<file path="src/rtl/editor_dia_bcd_pkg.sv">
// Shared types, BCD constants and day-limit helpers for the day editor.
package editor_dia_bcd_pkg;

  typedef enum logic [1:0] {
    ST_IDLE  = 2'd0,
    ST_EDIT  = 2'd1,
    ST_WRITE = 2'd2
  } estado_t;

  localparam logic [7:0] BCD_01 = 8'h01;
  localparam logic [7:0] BCD_28 = 8'h28;
  localparam logic [7:0] BCD_29 = 8'h29;
  localparam logic [7:0] BCD_30 = 8'h30;
  localparam logic [7:0] BCD_31 = 8'h31;

  // BCD year divisible by 4: even tens need units 0/4/8, odd tens need 2/6.
  function automatic logic bcd_bisiesto(input logic [7:0] anio);
    if (anio[4]) return (anio[3:0] == 4'd2) || (anio[3:0] == 4'd6);
    return (anio[3:0] == 4'd0) || (anio[3:0] == 4'd4) || (anio[3:0] == 4'd8);
  endfunction

  function automatic logic [7:0] limite_mes(input logic [7:0] mes, input logic [7:0] anio);
    case (mes)
      8'h04, 8'h06, 8'h09, 8'h11: return BCD_30;
      8'h02:                      return bcd_bisiesto(anio) ? BCD_29 : BCD_28;
      default:                    return BCD_31;
    endcase
  endfunction

  function automatic logic [7:0] bcd_inc(input logic [7:0] v, input logic [7:0] max);
    if (v >= max) return BCD_01;
    if (v[3:0] >= 4'd9) return {v[7:4] + 4'd1, 4'd0};
    return {v[7:4], v[3:0] + 4'd1};
  endfunction

  function automatic logic [7:0] bcd_dec(input logic [7:0] v, input logic [7:0] max);
    if ((v <= BCD_01) || (v > max)) return max;
    if (v[3:0] == 4'd0) return {v[7:4] - 4'd1, 4'd9};
    return {v[7:4], v[3:0] - 4'd1};
  endfunction

endpackage

</file>
<file path="src/rtl/editor_dia_bcd_if.sv">
// Signal bundle between the day editor and its environment (RTC, buttons, display).
interface editor_dia_bcd_if;
  logic       seleccion;
  logic       btn_up;
  logic       btn_down;
  logic [7:0] dia_rtc;
  logic [7:0] mes;
  logic [7:0] anio;
  logic       wr_ack;
  logic [7:0] dseg;
  logic       ACT;
  logic       wr_req;
  logic       edit_activo;

  modport master (
    output seleccion, btn_up, btn_down, dia_rtc, mes, anio, wr_ack,
    input  dseg, ACT, wr_req, edit_activo
  );

  modport slave (
    input  seleccion, btn_up, btn_down, dia_rtc, mes, anio, wr_ack,
    output dseg, ACT, wr_req, edit_activo
  );
endinterface

</file>
<file path="src/rtl/editor_dia_bcd_repetidor_boton.sv">
// Button edge detector with hold-to-repeat down-counter; emits a one-cycle step pulse.
module repetidor_boton #(
  parameter int unsigned REPEAT_DELAY = 50_000_000,
  parameter int unsigned REPEAT_RATE  = 10_000_000
) (
  input  logic clk,
  input  logic reset,
  input  logic habilita,
  input  logic btn,
  input  logic bloqueo,
  output logic paso
);

  localparam int unsigned CNT_MAX = (REPEAT_DELAY > REPEAT_RATE) ? REPEAT_DELAY : REPEAT_RATE;
  localparam int CW = $clog2(CNT_MAX + 1);
  localparam logic [CW-1:0] CARGA_DELAY = CW'(REPEAT_DELAY - 1);
  localparam logic [CW-1:0] CARGA_RATE  = CW'(REPEAT_RATE - 1);

  logic          btn_q;
  logic [CW-1:0] cnt_q, cnt_d;
  logic          flanco, vence;

  always_comb begin
    flanco = btn & ~btn_q;
    vence  = btn & btn_q & (cnt_q == '0);
    paso   = habilita & ~bloqueo & (flanco | vence);

    cnt_d = cnt_q;
    // Any idle, released or both-pressed cycle rearms the initial hold delay.
    if (!habilita || !btn || bloqueo || flanco) cnt_d = CARGA_DELAY;
    else if (cnt_q == '0)                       cnt_d = CARGA_RATE;
    else                                        cnt_d = cnt_q - CW'(1);
  end

  always_ff @(posedge clk) begin
    if (reset) begin
      btn_q <= 1'b0;
      cnt_q <= '0;
    end else begin
      btn_q <= btn;
      cnt_q <= cnt_d;
    end
  end

endmodule

</file>
<file path="src/rtl/editor_dia_bcd.sv">
// Day-of-month BCD editor: tracks the RTC, lets the user step the day, writes it back.
// Define MES_LIMITE_EN to limit the day range by month/leap year; otherwise max is 31.
//
// state    | meaning
// ST_IDLE  | dseg follows dia_rtc every cycle
// ST_EDIT  | buttons step dseg, ACT strobes each change
// ST_WRITE | wr_req held, dseg frozen until wr_ack
module editor_dia_bcd
  import editor_dia_bcd_pkg::*;
#(
  parameter int unsigned REPEAT_DELAY = 50_000_000,
  parameter int unsigned REPEAT_RATE  = 10_000_000
) (
  input  logic             clk,
  input  logic             reset,
  editor_dia_bcd_if.slave  bus
);

  estado_t    estado_q;
  logic [7:0] dseg_q;
  logic       act_q;
  logic       wr_req_q;
  logic       edit_q;
  logic [7:0] dia_max;
  logic       habilita;
  logic       paso_up, paso_dn;

`ifdef MES_LIMITE_EN
  assign dia_max = limite_mes(bus.mes, bus.anio);
`else
  assign dia_max = BCD_31;
`endif

  assign habilita = (estado_q == ST_EDIT);

  repetidor_boton #(.REPEAT_DELAY(REPEAT_DELAY), .REPEAT_RATE(REPEAT_RATE)) u_rep_up (
    .clk      (clk),
    .reset    (reset),
    .habilita (habilita),
    .btn      (bus.btn_up),
    .bloqueo  (bus.btn_down),
    .paso     (paso_up)
  );

  repetidor_boton #(.REPEAT_DELAY(REPEAT_DELAY), .REPEAT_RATE(REPEAT_RATE)) u_rep_dn (
    .clk      (clk),
    .reset    (reset),
    .habilita (habilita),
    .btn      (bus.btn_down),
    .bloqueo  (bus.btn_up),
    .paso     (paso_dn)
  );

  always_ff @(posedge clk) begin
    if (reset) begin
      estado_q <= ST_IDLE;
      dseg_q   <= BCD_01;
      act_q    <= 1'b0;
      wr_req_q <= 1'b0;
      edit_q   <= 1'b0;
    end else begin
      act_q <= 1'b0;
      case (estado_q)
        ST_IDLE: begin
          dseg_q   <= bus.dia_rtc;
          wr_req_q <= 1'b0;
          if (bus.seleccion) begin
            estado_q <= ST_EDIT;
            edit_q   <= 1'b1;
          end
        end
        ST_EDIT: begin
          // Leaving edit takes priority: a step seen in the same cycle is discarded.
          if (!bus.seleccion) begin
            estado_q <= ST_WRITE;
            edit_q   <= 1'b0;
            wr_req_q <= 1'b1;
          end else if (paso_up) begin
            dseg_q <= bcd_inc(dseg_q, dia_max);
            act_q  <= 1'b1;
          end else if (paso_dn) begin
            dseg_q <= bcd_dec(dseg_q, dia_max);
            act_q  <= 1'b1;
          end
        end
        ST_WRITE: begin
          if (bus.wr_ack) begin
            estado_q <= ST_IDLE;
            wr_req_q <= 1'b0;
          end
        end
        default: begin
          estado_q <= ST_IDLE;
          wr_req_q <= 1'b0;
          edit_q   <= 1'b0;
        end
      endcase
    end
  end

  assign bus.dseg        = dseg_q;
  assign bus.ACT         = act_q;
  assign bus.wr_req      = wr_req_q;
  assign bus.edit_activo = edit_q;

endmodule

</file>
<file path="src/flat_wrapper.sv">
// flat-port wrapper written by rule: the top's interface ports become plain ports
module editor_dia_bcd_flat import editor_dia_bcd_pkg::*;
#(
  parameter int unsigned REPEAT_DELAY = 50_000_000,
  parameter int unsigned REPEAT_RATE  = 10_000_000
)
  (clk, reset, bus_seleccion, bus_btn_up, bus_btn_down, bus_dia_rtc, bus_mes, bus_anio, bus_wr_ack, bus_dseg, bus_ACT, bus_wr_req, bus_edit_activo);
  editor_dia_bcd_if bus_i ();
  input  logic clk;
  input  logic reset;
  input wire logic [$bits(bus_i.seleccion)-1:0] bus_seleccion;
  input wire logic [$bits(bus_i.btn_up)-1:0] bus_btn_up;
  input wire logic [$bits(bus_i.btn_down)-1:0] bus_btn_down;
  input wire logic [$bits(bus_i.dia_rtc)-1:0] bus_dia_rtc;
  input wire logic [$bits(bus_i.mes)-1:0] bus_mes;
  input wire logic [$bits(bus_i.anio)-1:0] bus_anio;
  input wire logic [$bits(bus_i.wr_ack)-1:0] bus_wr_ack;
  output wire logic [$bits(bus_i.dseg)-1:0] bus_dseg;
  output wire logic [$bits(bus_i.ACT)-1:0] bus_ACT;
  output wire logic [$bits(bus_i.wr_req)-1:0] bus_wr_req;
  output wire logic [$bits(bus_i.edit_activo)-1:0] bus_edit_activo;
  assign bus_i.seleccion = bus_seleccion;
  assign bus_i.btn_up = bus_btn_up;
  assign bus_i.btn_down = bus_btn_down;
  assign bus_i.dia_rtc = bus_dia_rtc;
  assign bus_i.mes = bus_mes;
  assign bus_i.anio = bus_anio;
  assign bus_i.wr_ack = bus_wr_ack;
  assign bus_dseg = bus_i.dseg;
  assign bus_ACT = bus_i.ACT;
  assign bus_wr_req = bus_i.wr_req;
  assign bus_edit_activo = bus_i.edit_activo;
  editor_dia_bcd #(.REPEAT_DELAY(REPEAT_DELAY), .REPEAT_RATE(REPEAT_RATE)) u_core (.clk(clk), .reset(reset), .bus(bus_i));
endmodule
</file>
<file path="config.mk">
export PLATFORM = sky130hd
export DESIGN_NAME = editor_dia_bcd_flat
export DESIGN_NICKNAME = d
export VERILOG_FILES = /design/src/rtl/editor_dia_bcd_pkg.sv /design/src/rtl/editor_dia_bcd_if.sv /design/src/rtl/editor_dia_bcd_repetidor_boton.sv /design/src/rtl/editor_dia_bcd.sv /design/src/flat_wrapper.sv
export SDC_FILE = /design/constraint.sdc
export NUM_CORES = 1
export LEC_CHECK = 0
export ABC_AREA = 1
export BUFFER_PORTS_ARGS = -buffer_cell sky130_fd_sc_hd__buf_2
export CORE_AREA = 4 4 91 93
export DETAILED_ROUTE_END_ITERATION = 7
export DIE_AREA = 0 0 95 97
export GPL_ROUTABILITY_DRIVEN = 0
export PLACE_DENSITY_LB_ADDON = 0.12
export SLEW_MARGIN = 20
export SYNTH_ARGS = -nofsm -noshare
export SYNTH_HDL_FRONTEND = slang
export SYNTH_SLANG_ARGS = --single-unit
export TNS_END_PERCENT = 1
</file>
<file path="constraint.sdc">
create_clock -name clk -period 1.81 [get_ports clk]
set_clock_uncertainty 0.1 [all_clocks]
set_input_delay 0.181 -clock clk [delete_from_list [all_inputs] [get_ports clk]]
set_output_delay 0.181 -clock clk [all_outputs]
set_load 0.02 [all_outputs]
</file>
==> out/results.ini, run 1 <==
[floorplanning]
dieHeight_um=97
core_um2=7527
die_area_um2=9215
initial_core_util=0.5146
fp-row-count=32
dieWidth_um=95
io_pins=41

[hold_path]
hp-start=bus_btn_down
min-delay-path-class=primary input to register
worst_hold_path.num_cells=3
hold_path_end=u_core.u_rep_dn.btn_q$_SDFF_PP0_

[timing]
rsz0062_at_grt=true
fmaxAchievable_ghz=0.5383
hold_violations=0
timing.final.crit_share=1.026
setup_viol=3
relSlewSlack=0.7599
worstMarginPinSlew_ns=0.3568
whs_ns=0.03403
post-route-min-period_ns=1.858
fin_ws_ns=-0.04763
drv_slew=0

[grt]
grt_usage=0.2076
grt_pass1_wl_mm=15.55
grt_max_degree=28
grt_antenna_before_repair=0
grt_pass1_vias=3538
gr-total-overflow=0

[power_and_ir_drop]
cellPowerDensity_nw_per_um2=712.4
leakagePower_nw=2.229
irDropWorstVdd_v=0.0005110

[critical_path]
critPathRequiredTime_ns=1.95
crit_start=u_core.u_rep_up.cnt_q[0]$_SDFF_PP0_
crit_fanout=8
r2r_slack_ns=-0.05
r2r_cells=15
end_kind=register
crit_type=register to register
crit_arrival_ns=1.99
rr_endpoint=u_core.bus.dseg[7]$_SDFFE_PP0P_
reg2reg_from=u_core.u_rep_up.cnt_q[0]$_SDFF_PP0_
start_kind=register

[route]
wirelength_mm=9.227
drc=0
vias=3774
drtPass1Iterations=5
ant_nets=0
wl_per_cell_um=12.11
viasPerCell=4.953
drt_iter0_drc=179

[logic_synthesis]
avgSynthCellArea_um2=6.796
async_reset_ff_frac=0
yosys-top-cells-area=dfxtp_1 35%, nand2_1 10%, nor2_1 8.3%
synth_area_um2=3874
ys_warn_count=0
synth_edf_count=0
ys_seq_area_frac=0.3463
yosysTopAreaCell=dfxtp_1
synth.distinct_cells=36
synth_top_area_frac=0.3463
ys_ff_latch=67
syn_nets=609
synthCells=570
synth-main-ff-cell=dfxtp_1

[clock_tree]
clkLatencyLatePin_ns=0.34
cts.clk_slew.worst_paths_ns=0.07
cts_max_level=3
clock_path_buffers=2
cts_root_buffer=clkbuf_8
cts_buffers=9
post-cts-setup-buffers=0
cts_tree=yes
clock_sinks=67

[place]
port-buffer-count=24
hpwl_mm=7.059

[final_layout]
n_antenna_cell=0
drive_above_1_share=0.2712
fin_nets=695
post-route-util=0.6458
syn2layout_area_growth_pct=25.48

[outcome]
violations=negative setup slack
status=finished, violations left

[run]
cap_violations=0

==> cells in the final DEF, fill, tap and decap left out, drive strengths merged <==
cell	Yosys	routed
inv	77	77
a31o	1	1
nand3b	4	4
a31oi	7	7
nand4	8	8
o21a	2	2
nand2	119	119
a21oi	34	34
buf	1	78
o21ai	31	31
nor3b	2	2
xnor2	2	2
or2	7	7
clkinv	3	6
dfxtp	67	67
clkbuf	4	12
nor3	9	9
o211ai	3	3
a211oi	1	1
nor2	111	111
nor4	3	3
ha	9	9
xor2	20	20
dlygate4sd3	0	2
nand3	45	45
==> cell type report <==
class	count	area, um2
multi-input cells	418	2356
clock inverters	3	15.01
inverters	80	302.8
fillers	727	2666
well taps	102	127.6
flip-flops and latches	67	1351
repair buffers	80	553.0
clock buffers	12	155.1
==> sequential cells by signal, summed over array words and instances (netlist names) <==
register / count
u_core.u_rep_dn.cnt_q: 26
u_core.u_rep_up.cnt_q: 26
u_core.bus.dseg: 8
u_core.estado_q: 2
u_core.bus.ACT: 1
u_core.bus.edit_activo: 1
u_core.bus.wr_req: 1
u_core.u_rep_dn.btn_q: 1
u_core.u_rep_up.btn_q: 1
==> where the power goes <==
group / internal (W) / switching [W] / total [W]
sequential: 0.00155 / 0.0000656 / 0.00162
combinational: 0.000304 / 0.000438 / 0.000742
clock: 0.000558 / 0.000545 / 0.00110
total: 0.00241 / 0.00105 / 0.00346
==> per-stage QoR <==
stage	TNS [ns]	power, W	instance area [um2]	setup WS, ns	instances
final	-0.1269	0.003463	4861	-0.04763	762
after global placement	-0.02520	0.002318	4514	-0.01110	745
after CTS	-0.2213	0.003449	4705	-0.05563	761
after detailed placement	-0.2337	0.002338	4514	-0.05974	745
after floorplan	0	0.002098	3881	0.007619	570
after global routing	-1.778	0.003671	4861	-0.1987	762
==> routing by layer <==
metal | share of wire | up-vias | global-route usage
met1 | 0.47 | 1695 | 0.2686
met3 | 0.038 | 14 | 0.03421
li1 | - | 1999 | -
met5 | 0 | - | 0
met2 | 0.48 | 66 | 0.3389
met4 | 0.015 | 0 | 0.08435
==> timing repair <==
item	CTS	global route
resized for setup	4	41
setup endpoints to repair	12	48
cloned	0	0
pin swaps	0	7
endpoints found under the hold margin	1	1
hold buffers	1	1
==> critical path: stages (launching register included) <==
cell and delay (ns):
dfxtp_1 0.31, inv_2 0.07, ha_1 0.14, inv_1 0.04
nor2_1 0.07, nand3_1 0.08, nor2_2 0.14, nand3_4 0.11
nand2_4 0.09, nand2_4 0.07, nand3_2 0.09, nand2_4 0.09
nor2_4 0.18, nand2_1 0.07, nand2_1 0.06, nor2_1 0.04
==> cell families after synthesis <==
logic type               count (synthesis)  synth area share
AO/OA/AOI/OAI                           79            0.1092
XOR/XNOR                                22           0.04974
adder cells (fa/ha/maj)                  9           0.02907
buffers and inverters                   85           0.08333
flip-flops                              67            0.3463
AND/OR/NAND/NOR                        308            0.3824
==> synthesized netlist by cell type (7+ instances only) <==
master and instances:
dfxtp_1 67, nor2_1 86, a21oi_1 34, nand3_1 40, nand2_2 7, nand2_1 108, ha_1 9, inv_1 69
nand4_1 8, o21ai_1 9, inv_2 8, a31oi_1 7, nor2_2 20, o21ai_0 22, xor2_1 20
==> how the worst max path moves through the flow <==
stage	to
floorplan	u_core.bus.dseg[4]$_SDFFE_PP0P_
global placement	u_core.bus.dseg[5]$_SDFFE_PP0P_
detailed placement	u_core.u_rep_dn.cnt_q[22]$_SDFF_PP0_
CTS	u_core.bus.dseg[5]$_SDFFE_PP0P_
global route	u_core.bus.dseg[7]$_SDFFE_PP0P_
finish	u_core.bus.dseg[7]$_SDFFE_PP0P_
Power figures use the tool's default switching activity.
==> inputs of run 2 (changes only) <==
--- a/config.mk
+++ b/config.mk
@@ -6,12 +6,13 @@
 export NUM_CORES = 1
 export LEC_CHECK = 0
 export ABC_AREA = 1
-export BUFFER_PORTS_ARGS = -buffer_cell sky130_fd_sc_hd__buf_2
+export BUFFER_PORTS_ARGS = -buffer_cell sky130_fd_sc_hd__buf_4
 export CORE_AREA = 4 4 91 93
+export CTS_CLUSTER_DIAMETER = 200
 export DETAILED_ROUTE_END_ITERATION = 7
 export DIE_AREA = 0 0 95 97
 export GPL_ROUTABILITY_DRIVEN = 0
-export PLACE_DENSITY_LB_ADDON = 0.12
+export PLACE_DENSITY = 0.81
 export SLEW_MARGIN = 20
 export SYNTH_ARGS = -nofsm -noshare
 export SYNTH_HDL_FRONTEND = slang
==> out/results.ini, run 2 (synthesis gave the netlist of run 1 again) <==
[critical_path]
end_kind=register
crit_arrival_ns=2.03
crit_type=register to register
crit_fanout=8
r2r_slack_ns=-0.09
start_kind=register
critPathRequiredTime_ns=1.94

[power_and_ir_drop]
irDropWorstVdd_v=0.0004571
cellPowerDensity_nw_per_um2=815.9
leakagePower_nw=2.219

[place]
dp_slack_ns=-0.1185
hpwl_mm=6.891
dpl-instance-area_um2=4477
port-buffer-count=24

[floorplanning]
core_um2=7527
dieHeight_um=97
io_pins=41
initial_core_util=0.5146
die_area_um2=9215
fp-row-count=32
dieWidth_um=95

[clock_tree]
clock_path_buffers=2
clkLatencyLatePin_ns=0.34
post-cts-setup-buffers=0
cts_max_level=3
clock_sinks=67
cts_buffers=9
cts_tree=yes
cts_root_buffer=clkbuf_8
cts.clk_slew.worst_paths_ns=0.07

[timing]
relSlewSlack=0.7767
timing.final.crit_share=1.048
hold_violations=0
rsz0062_at_grt=true
fin_ws_ns=-0.08659
whs_ns=0.05435
post-route-min-period_ns=1.897
drv_slew=0
fmaxAchievable_ghz=0.5273
worstMarginPinSlew_ns=0.3319
setup_viol=4

[grt]
gr-total-overflow=0
grt_pass1_wl_mm=16.24
grt_max_degree=28
grt_pass1_vias=3893
grt_antenna_before_repair=0
grt_usage=0.2132

[route]
drc=0
wl_per_cell_um=12.62
wirelength_mm=9.477
drtPass1Iterations=5
viasPerCell=5.233
drt_iter0_drc=226
vias=3930
ant_nets=0

[outcome]
violations=negative setup slack
status=finished, violations left

[final_layout]
post-route-util=0.6511
fillers=651
drive_above_1_share=0.2558
fin_nets=683
stdcell_area_um2=4901
final_cell_mix=104 x nand2_1, 80 x nor2_1, 64 x buf_4
final_common_cell=nand2_1
n_antenna_cell=0
syn2layout_area_growth_pct=26.52

[run]
cap_violations=0

[hold_path]
min-delay-path-class=primary input to register

-- run 2: cell types whose count changed in the layout (fill, tap and decap cells not counted), sizes merged --
cell         previous run  this run
clkbuf                 12        11
bufinv                  0         4
clkinv                  6         4
buf                    78        65
dlygate4sd3             2         3
-- run 2: cell type report --
class                           count  area, um2  area share
Multi-Input combinational cell    418       2337      0.4769
Sequential cell                    67       1353      0.2760
Timing Repair Buffer               68      521.8      0.1065
Inverter                           80      305.3     0.06229
Clock buffer                       11      131.4     0.02681
Tap cell                          102      127.6     0.02604
Clock inverter                      5      125.1     0.02553
-- run 2: stage by stage --
| stage | TNS, ns | cells | total power, W |
|---|---|---|---|
| after floorplan | 0 | 570 | 0.002098 |
| after global placement | 0 | 732 | 0.002317 |
| after detailed placement | -0.4195 | 732 | 0.002345 |
| after CTS | -0.2576 | 751 | 0.003983 |
| after global routing | -2.673 | 751 | 0.004170 |
| final | -0.2561 | 751 | 0.003998 |
-- run 2: worst paths after layout --
check / from / cells past startpoint / to
worst max register to register: u_core.u_rep_up.cnt_q[0]$_SDFF_PP0_ / 15 / u_core.bus.dseg[4]$_SDFFE_PP0P_
worst min register to register: u_core.bus.edit_activo$_SDFFE_PP0P_ / 2 / u_core.bus.edit_activo$_SDFFE_PP0P_
worst max-delay path: u_core.u_rep_up.cnt_q[0]$_SDFF_PP0_ / 15 / u_core.bus.dseg[4]$_SDFFE_PP0P_
worst min-delay path: bus_wr_ack / 3 / u_core.bus.wr_req$_SDFFE_PP0P_
-- run 2: power breakdown --
group	switching [W]	total (W)	internal, W	leakage [nW]
Sequential	0.0000722	0.00162	0.00155	0.558
Combinational	0.000433	0.000744	0.000311	1.53
Clock	0.000576	0.00163	0.00105	0.128
-- run 2: metal layers --
layer	part of all wire	vias up	global-route usage
li1	-	1974	-
met1	0.44	1846	0.2506
met2	0.51	86	0.3709
met3	0.034	24	0.03266
met4	0.023	0	0.1021
met5	0	-	0
-- run 2: worst max-delay path, stage by stage, from the launching register on --
cell     delay, ns
dfxtp_1       0.31
inv_2         0.06
ha_1          0.14
inv_1         0.04
nor2_1        0.08
nand3_1       0.08
nor2_2        0.14
nand3_4       0.11
nand2_4       0.10
nand2_4       0.08
nand3_4       0.10
nand2_8       0.08
nor2_4        0.18
nand2_1       0.07
nand2_1       0.06
nor2_1        0.04
-- run 2: what timing repair did --
item / CTS / global route
pin swaps: 1 / 5
setup endpoints to repair: 13 / 50
cloned: 0 / 0
endpoints found under the hold margin: 3 / 0
hold buffers: 3 / 0
gates resized for setup: 10 / 30
==> inputs of run 3 (changes only) <==
--- a/config.mk
+++ b/config.mk
@@ -13,6 +13,7 @@
 export DIE_AREA = 0 0 95 97
 export GPL_ROUTABILITY_DRIVEN = 0
 export PLACE_DENSITY = 0.81
+export SKIP_LAST_GASP = 1
 export SLEW_MARGIN = 20
 export SYNTH_ARGS = -nofsm -noshare
 export SYNTH_HDL_FRONTEND = slang
==> constraint.sdc (replaced) <==
create_clock -name clk -period 1.65 [get_ports clk]
set_clock_uncertainty 0.1 [all_clocks]
set_input_delay 0.165 -clock clk [delete_from_list [all_inputs] [get_ports clk]]
set_output_delay 0.165 -clock clk [all_outputs]
set_load 0.02 [all_outputs]
==> out/results.ini, run 3 (synthesis gave the netlist of run 1 again) <==
[route]
drc=0
viasPerCell=5.179
wl_per_cell_um=12.85
drt_iter0_drc=216
drtPass1Iterations=6
ant_nets=0
vias=4257
wirelength_mm=10.56

[outcome]
violations=negative setup slack
status=finished, violations left

[floorplanning]
fp-row-count=32
dieHeight_um=97
initial_core_util=0.5146
core_um2=7527
dieWidth_um=95
io_pins=41
die_area_um2=9215

[grt]
busiest_layer=met2
grt_usage=0.2482
grt_max_degree=17
grt_antenna_before_repair=0
grt_pass1_vias=4381
grtUsageMet1=0.2887
gr-total-overflow=0
grt_pass1_wl_mm=18.64
met2_usage=0.4159
use_met3=0.05443

[power_and_ir_drop]
power_w=0.004069
leakagePower_nw=2.516
cellPowerDensity_nw_per_um2=770.5
irDropWorstVdd_v=0.0005595

[final_layout]
n_antenna_cell=0
syn2layout_area_growth_pct=36.34
fin_nets=754
post-route-util=0.7016
final_cell_mix=135 x buf_4, 108 x nand2_1, 82 x nor2_1
drive_above_1_share=0.3069
final_cells=822
final_common_cell=buf_4

[critical_path]
reg2reg_from=u_core.bus.dseg[0]$_SDFFE_PP1P_
critPathRequiredTime_ns=1.79
r2r_slack_ns=-0.22
critical_path_buf_inv_count=1
r2r_cells=14
crit_fanout=6
cp_top_family=simple AND/OR/NAND/NOR gates
crit_chain=inv_1 > ha_4 > nand2_2 > nand2_1 > nand2_1 > nand2_2 > nand2_4 > nor2_4 > nand3_2 > nand2_2 > nor2_4 > nand2_1 > nand2_1 > nor2_1
cp.depth=14
critPathMostFrequentCell=nand2_1
slowest_delay_ns=0.36
end_kind=register
rr_endpoint=u_core.bus.dseg[7]$_SDFFE_PP0P_
crit_slowest_cell=dfxtp_4
start_kind=register
crit_start=u_core.bus.dseg[0]$_SDFFE_PP1P_
crit_arrival_ns=2.02
endpoint=u_core.bus.dseg[7]$_SDFFE_PP0P_
crit_type=register to register

[hold_path]
min-delay-path-class=primary input to register
hp-start=bus_wr_ack

[timing]
timing.final.crit_share=1.135
fin_ws_ns=-0.2224
drv_slew=0
relSlewSlack=0.7960
setup_tns_ns=-4.690
hold_violations=0
setup_viol=52
rsz0062_at_grt=true
worstMarginPinSlew_ns=0.3032
post-route-min-period_ns=1.872
fmaxAchievable_ghz=0.5341

[clock_tree]
clkLatencyLatePin_ns=0.35
clock_path_buffers=2
cts_max_level=3
clock_sinks=67
cts_root_buffer=clkbuf_8
cts_buffers=9
cts.clk_slew.worst_paths_ns=0.07
cts_tree=yes

[place]
port-buffer-count=24
place_inst=801
hpwl_mm=7.572
dp_slack_ns=-0.2294

[run]
cap_violations=0

-- run 3: how the worst min path moves through the flow --
stage	endpoint	slack, ns	depth (start not counted)
floorplan	u_core.u_rep_up.btn_q$_SDFF_PP0_	0.17	2
global placement	u_core.u_rep_up.btn_q$_SDFF_PP0_	0.31	3
detailed placement	u_core.u_rep_up.btn_q$_SDFF_PP0_	0.33	3
CTS	u_core.bus.wr_req$_SDFFE_PP0P_	0.03	3
global route	u_core.bus.wr_req$_SDFFE_PP0P_	0.05	3
finish	u_core.bus.wr_req$_SDFFE_PP0P_	0.03	3
-- run 3: layer usage --
metal / up-vias / routed length [um] / part of all wire
li1: 2115 / - / -
met1: 1965 / 4409 / 0.42
met2: 139 / 5227 / 0.50
met3: 38 / 594 / 0.056
met4: 0 / 328 / 0.031
met5: - / 0 / 0
-- run 3: area by class of cell --
| type | count | area [um2] |
|---|---|---|
| sequential | 67 | 1349 |
| tap | 102 | 127.6 |
| clock inverter | 6 | 56.30 |
| timing repair buffer | 139 | 1054 |
| fill | 581 | 2246 |
| inverter | 80 | 302.8 |
| multi-input combinational | 418 | 2265 |
| clock buffer | 10 | 127.6 |
-- run 3: power by group --
part	internal (W)	switching (W)	total [W]
registers	0.00170	0.0000604	0.00176
logic	0.000437	0.000536	0.000973
clock network	0.000685	0.000649	0.00133
total	0.00282	0.00125	0.00407
-- run 3: metrics by stage --
step / area [um2] / hold WS (ns)
3_5_place_dp: 4997 / 0.3260
4_1_cts: 5254 / 0.03249
2_1_floorplan: 3884 / 0.1720
6_report: 5281 / 0.03301
5_1_grt: 5281 / 0.04892
3_3_place_gp: 4997 / 0.3082
-- run 3: timing repair --
item                                    CTS  global route
gates cloned                              0             0
hold buffers                              4             0
setup buffers                             1             0
hold endpoints to repair                  8             0
endpoints found under the setup margin   51            59
pin swaps                                 1             1
gates resized for setup                   6             7
-- run 3: worst min-delay path: cells and delay by family --
kind                   cells  cell delay (ns)
buffers and inverters      1             0.08
and+or+nand+nor            1             0.12
AOI/OAI and AO/OA          1             0.07
